### src/rtl/tdm_lane_deserializer.sv
// tdm_lane_deserializer
// Rebuilds a FACTOR-lane parallel word from a time-multiplexed stream of
// WIDTH-bit lane words (lane 0 first). Optional start-of-frame alignment,
// mid-frame idle timeout and a saturating framing-error counter guard
// against a dropped or extra beat silently rotating channels.
module tdm_lane_deserializer #(
   parameter int FACTOR   = 2,
   parameter int WIDTH    = 32,
   parameter int SOF_MODE = 0,
   parameter int TIMEOUT  = 0,
   parameter int CNT_BITS = 16
) (
   input  logic                    clk,
   input  logic                    rst,
   input  logic [WIDTH-1:0]        in,
   input  logic                    in_valid,
   input  logic                    in_sof,
   output logic [FACTOR*WIDTH-1:0] out,
   output logic                    out_valid,
   output logic                    frame_err,
   output logic                    synced,
   output logic [CNT_BITS-1:0]     err_count
);

   localparam int IDX_W = (FACTOR > 1) ? $clog2(FACTOR) : 1;
   localparam int GAP_W = (TIMEOUT > 2) ? $clog2(TIMEOUT) : 1;
   // Shadow keeps lanes 0..FACTOR-2; one dummy entry when FACTOR is 1.
   localparam int SH_N  = (FACTOR > 1) ? FACTOR - 1 : 1;

   localparam logic [IDX_W-1:0] IDX_LAST = IDX_W'(FACTOR - 1);
   localparam logic [GAP_W-1:0] GAP_LAST = GAP_W'((TIMEOUT > 0) ? TIMEOUT - 1 : 0);
   localparam logic             SOF_ON   = (SOF_MODE != 0);

   typedef enum logic {
      UNSYNC = 1'b0,
      SYNCED = 1'b1
   } state_t;

   localparam state_t RST_STATE = (SOF_MODE != 0) ? UNSYNC : SYNCED;

   // Saturating increment: the error counter sticks at all-ones.
   function automatic logic [CNT_BITS-1:0] sat_inc(input logic [CNT_BITS-1:0] v);
      return (&v) ? v : v + 1'b1;
   endfunction

   state_t             state;
   state_t             state_nxt;
   logic [IDX_W-1:0]   idx;
   logic [IDX_W-1:0]   idx_nxt;
   logic [GAP_W-1:0]   gap;
   logic [GAP_W-1:0]   gap_nxt;
   logic               accept;
   logic [IDX_W-1:0]   acc_lane;
   logic               complete;
   logic               store;
   logic               err_evt;
   logic [WIDTH-1:0]   shadow [SH_N];
   logic [FACTOR*WIDTH-1:0] frame;

   // Next-state decode: lane placement, alignment errors and idle timeout.
   always_comb begin
      state_nxt = state;
      idx_nxt   = idx;
      gap_nxt   = gap;
      accept    = 1'b0;
      acc_lane  = idx;
      err_evt   = 1'b0;
      complete  = 1'b0;
      store     = 1'b0;

      if (in_valid) begin
         gap_nxt = '0;
         if (state == UNSYNC) begin
            // Words before the first marker are dropped without complaint.
            if (in_sof) begin
               state_nxt = SYNCED;
               accept    = 1'b1;
               acc_lane  = '0;
            end
         end else if (SOF_ON && in_sof && (idx != '0)) begin
            // Marker arrived early: drop the partial frame, restart at lane 0.
            err_evt  = 1'b1;
            accept   = 1'b1;
            acc_lane = '0;
         end else if (SOF_ON && !in_sof && (idx == '0)) begin
            // Lane 0 without its marker means alignment was lost.
            err_evt   = 1'b1;
            state_nxt = UNSYNC;
         end else begin
            accept = 1'b1;
         end
      end else if ((TIMEOUT > 0) && (idx != '0)) begin
         if (gap == GAP_LAST) begin
            err_evt = 1'b1;
            idx_nxt = '0;
            gap_nxt = '0;
            if (SOF_ON) begin
               state_nxt = UNSYNC;
            end
         end else begin
            gap_nxt = gap + 1'b1;
         end
      end

      complete = accept && (acc_lane == IDX_LAST);
      store    = accept && !complete;
      if (complete) begin
         idx_nxt = '0;
      end else if (store) begin
         idx_nxt = acc_lane + 1'b1;
      end
   end

   // Assemble the finished frame from the shadow lanes plus the last beat.
   always_comb begin
      frame = out;
      for (int k = 0; k < FACTOR - 1; k++) begin
         frame[k*WIDTH +: WIDTH] = shadow[k];
      end
      frame[(FACTOR-1)*WIDTH +: WIDTH] = in;
   end

   // Control state, registered frame output and error counter.
   always_ff @(posedge clk) begin
      if (rst) begin
         state     <= RST_STATE;
         idx       <= '0;
         gap       <= '0;
         out       <= '0;
         out_valid <= 1'b0;
         err_count <= '0;
      end else begin
         state     <= state_nxt;
         idx       <= idx_nxt;
         gap       <= gap_nxt;
         out_valid <= complete;
         if (complete) begin
            out <= frame;
         end
         if (err_evt) begin
            err_count <= sat_inc(err_count);
         end
      end
   end

   // Lane shadow storage; stale contents are always overwritten before use.
   always_ff @(posedge clk) begin
      for (int k = 0; k < SH_N; k++) begin
         if (store && (acc_lane == IDX_W'(k))) begin
            shadow[k] <= in;
         end
      end
   end

   assign frame_err = err_evt & ~rst;
   assign synced    = (state == SYNCED);

endmodule

### config.mk
export PLATFORM = sky130hd
export DESIGN_NAME = tdm_lane_deserializer
export DESIGN_NICKNAME = d
export VERILOG_FILES = /design/src/rtl/tdm_lane_deserializer.sv
export SDC_FILE = /design/constraint.sdc
export NUM_CORES = 1
export LEC_CHECK = 0
export CAP_MARGIN = 20
export CORE_ASPECT_RATIO = 0.6
export CORE_MARGIN = 3
export CORE_UTILIZATION = 48
export CTS_BUF_LIST = sky130_fd_sc_hd__clkbuf_8
export DETAILED_ROUTE_END_ITERATION = 7
export DONT_BUFFER_PORTS = 1
export HOLD_SLACK_MARGIN = 0.06
export PLACE_DENSITY_LB_ADDON = 0.3
export SYNTH_ARGS = -nofsm -noshare
export SYNTH_HDL_FRONTEND = slang
export SYNTH_SLANG_ARGS = --single-unit
### constraint.sdc
create_clock -name clk -period 1.93 [get_ports clk]
set_input_delay 0 -clock clk [delete_from_list [all_inputs] [get_ports clk]]
set_output_delay 0 -clock clk [all_outputs]
set_load 0.03 [all_outputs]
# After elaboration in Yosys (flattened, before gate mapping)
# Memory sizes are Yosys's and may differ from the RTL's. A register that Yosys moved wholly into a read port is not among the register bits.
# Index checks and enable logic that the tools add are counted.
[totals]
output_inout_bits = 83
input_bits = 36
elab_cells = 20
ff_bits = 67
memories = 1
ramBits = 32
[op_classes]
n_addsub = 1
reduce_logical = 5
bitwise_logic = 1
muxes = 8
[memory_table]
columns = ["memory", "depth", "word_bits", "rd", "rd_ports_with_merged_regs", "wr", "line", "rtl"]
rows = [
  ["shadow", 1, 32, 1, 1, 1, "57", "logic [WIDTH-1:0] shadow [SH_N];"],
]
[ops]
columns = ["operator", "n"]
rows = [
  ["two-way mux 1 bit", 8],
  ["logical AND 1 bit", 3],
  ["OR reduction 2 bit", 1],
  ["adder 1 bit (second input constant)", 1],
  ["logical NOT 1 bit", 1],
  ["NOT 1 bit", 1],
]

# Longest topological paths before layout
[logic_depth]
depth_word = 9
mapped_depth = 5
mapped_depth_nobuf = 3

# Worst setup path before layout
# Ideal clock, no wire load.
[synth_timing]
path_kind = "register to register"
startpoint = "reg state (netlist: synced)"
endpoint = "mem shadow[0][0] (enable)"
period_less_slack_ps = 1992
arrival_time_ps = 1600
setup_time_ps = 392
n_path_buf = 0
path_slack_ps = -62
path_stages_with_launch = 3
t_required_ps = 1538
path_cell_list = "dfxtp_1 mux2i_1 and2_1"
[synth_between]
elab_chain_len = 8
word_cells_on_any_way = 11
classes_between = "6 x mux; 1 x bitwise; 4 x reduce/logical"
[synth_lines]
columns = ["element", "line", "rtl"]
rows = [
  ["start: declaration", "46", "state_t state;"],
  ["start signal: assignment", "133", "state <= state_nxt;"],
  ["two-way mux 1 bit", "73", "if (state == UNSYNC) begin"],
  ["two-way mux 1 bit", "71", "if (in_valid) begin"],
  ["logical AND 1 bit", "105", "complete = accept && (acc_lane == IDX_LAST);"],
  ["logical NOT 1 bit", "106", "store = accept && !complete;"],
  ["logical AND 1 bit *", "106", ""],
  ["net store", "55", "logic store;"],
  ["logical AND 1 bit *", "149", "if (store && (acc_lane == IDX_W'(k))) begin"],
  ["two-way mux 1 bit *", "149", ""],
  ["two-way mux 1 bit (implied by the code) *", "150", "shadow[k] <= in;"],
  ["end: declaration", "57", ""],
]
# Mark *: on every way through the listed nets, which the timed path passes. The rest lies on a longest branch.

# Final worst setup path
[layout_timing]
startpoint = "reg state (netlist: synced)"
endpoint = "mem shadow[0][30] (enable)"
# The elaborated chain is that of the path after synthesis.

==> metrics <==
worst-path fanout max 32; Cell Pwr Density about 970 nW/um^2; total grt overflow 0; R2R setup slack about 360 ps; final worst path period share around 82%; worst hold stages 3; max_cap viols 0; commonest non-fill, non-tap cell in the layout nand2_1; # IOs ~120; fmax between 600 and 700 MHz; Port Buf Inserts 0; hold path startpoint in_valid; Multi-input gate area between 900 and 1000 um^2; Setup crit start kind flop; Die Ht just over 70 um; RD Place Congestion a little over 0.7; FF-to-FF Start synced; first-pass GRT wire length between 10,000 and 15,000 um; synthesized instance count about 340; # setup viols final 0; register area share after synthesis between 60 and 70%; first-pass iteration count of the detailed router 4; initial core utilization 50.4%; initial antenna violation count 0; Core Area ~7000 um^2; drt via density 5.08; RSZ-0062 raised after global routing false; Worst Skew a little over 9 ps; most frequent cells in the layout nand2_1, dfxtp_1, a21oi_1; post_cts resized 0; Clock Tree Buf Depth 2; vias in the first global route between 2k and 2.5k; via count between 2k and 2.5k; DR WL/cell 15.2 um; Yosys reg bits 99; H-tree levels 3; Initial DRC Count ~140; setup_tns 0 ps; Peak supply drop between 0.0006 and 0.0007 V; Tot GR Track Use between 10% and 20%; post-layout minimum cycle time between 1500 and 2000 ps; Min Hold Slack around 120 ps; synthesis-to-layout area growth 14.9%; Num CTS Buffers 9; Final Hold Vio Count 0; post-DP HPWL between 4000 and 5000 um; Pwr Total 0.00383 W; critical path type flop to flop; Worst-Skew Late Latency between 300 and 400 ps; Synth Area per Inst roughly 10 um^2; ANT cells 0; FILL cells around 570; Final Max Slew Viols 0; share of cells above drive strength 1 under 10%; Register-to-Register Path Depth 3; Seq. cell area between 2000 and 2500 um^2; reg2reg end shadow[0][30]; worst hold-check path type primary input to flop; clk slew on worst S/H paths 80 ps; drt total wl between 7000 and 8000 um; die extent in x roughly 120 um; P_leak 1.40 nW; synth warn 0; Worst Path Required ~2000 ps; status complete, no violations; CTS sink count just under 100; hold path endpoint out_valid; Routed Antenna Nets 0; Crit. End Element flop; CP arrival roughly 1600 ps; CTS tree yes; die area 8250 um^2; row cnt 23; CTS root buf clkbuf_8; post-synth cell types 19; largest net degree at the start of global routing 68; # DRC 0; Layout Nets 407; Worst slew margin about two thirds; Mapped Area between 3000 and 4000 um^2; worst slew pin tran between 500 and 600 ps
## final cells by class
type	count	share of cell area, %
sequential	99	58.2
clock buffer	11	3.83
multi-input combinational	220	23.7
clock inverter	4	0.475
tap	87	2.75
timing repair buffer	40	10.9
inverter	1	0.0949
## sequential cells by signal, summed over array words and instances (netlist names)
register   count
out           64
shadow        32
idx            1
out_valid      1
synced         1
## timing repair
item                                   in CTS  in global routing
buffers inserted                            0                  0
endpoints found under the hold margin      99                  0
hold buffers                               36                  0
## synth_stat cells (all sizes together)
master | n | area, um^2
nand2 | 130 | 488
dfxtp | 67 | 1340
a21oi | 65 | 325
edfxtp | 32 | 961
buf | 31 | 240
clkbuf | 7 | 26.3
a211o | 1 | 8.76
and2 | 1 | 6.26
and3 | 1 | 6.26
conb | 1 | 3.75
inv | 1 | 3.75
mux2i | 1 | 10.0
nand3 | 1 | 5.00
nor2 | 1 | 3.75
o21ai | 1 | 5.00
or2 | 1 | 6.26
## per-stage QoR
stage	cell area, um^2	utilization, %	worst slack (ps)	std cells
finish	3950	58.0	357	462
global route	3950	58.0	258	462
CTS	3950	58.0	356	462
detailed placement	3410	49.9	362	411
global placement	3410	49.9	384	411
floorplan	3500	-	271	358
## report_power, final
part           leakage [nW]  switching (W)  internal [W]  total [W]
registers             0.851       0.000144       0.00225    0.00239
clock network        0.0961       0.000633      0.000521    0.00115
logic                 0.452       0.000182      0.000103   0.000285
total                  1.40       0.000959       0.00287    0.00383
## layer usage
metal / wire length (um) / GRT usage [%]
met1: 2970 / 21.0
met2: 3290 / 27.9
met3: 704 / 9.62
met4: 44 / 4.69
met5: 0 / 0
## worst max-delay path: stages, from the launching register on
cell	delay, ps
dfxtp_1	650
mux2i_1	220
and2_2	180
buf_12	220
## how the worst max path moves through the flow
stage / from / end
floorplan: synced / shadow[0][0]
global placement: synced / shadow[0][29]
detailed placement: synced / shadow[0][23]
CTS: synced / shadow[0][1]
global route: synced / out[1]
finish: synced / shadow[0][30]
## cells by family after synthesis
kind of cell,after synthesis,synth area share (%)
AO/OA/AOI/OAI,67,9.85
AND/OR/NAND/NOR,135,15.0
other,1,0.109
flip-flops,99,66.9
buffers and inverters,39,7.85
multiplexers,1,0.291
(Power assumes the default switching activity.)
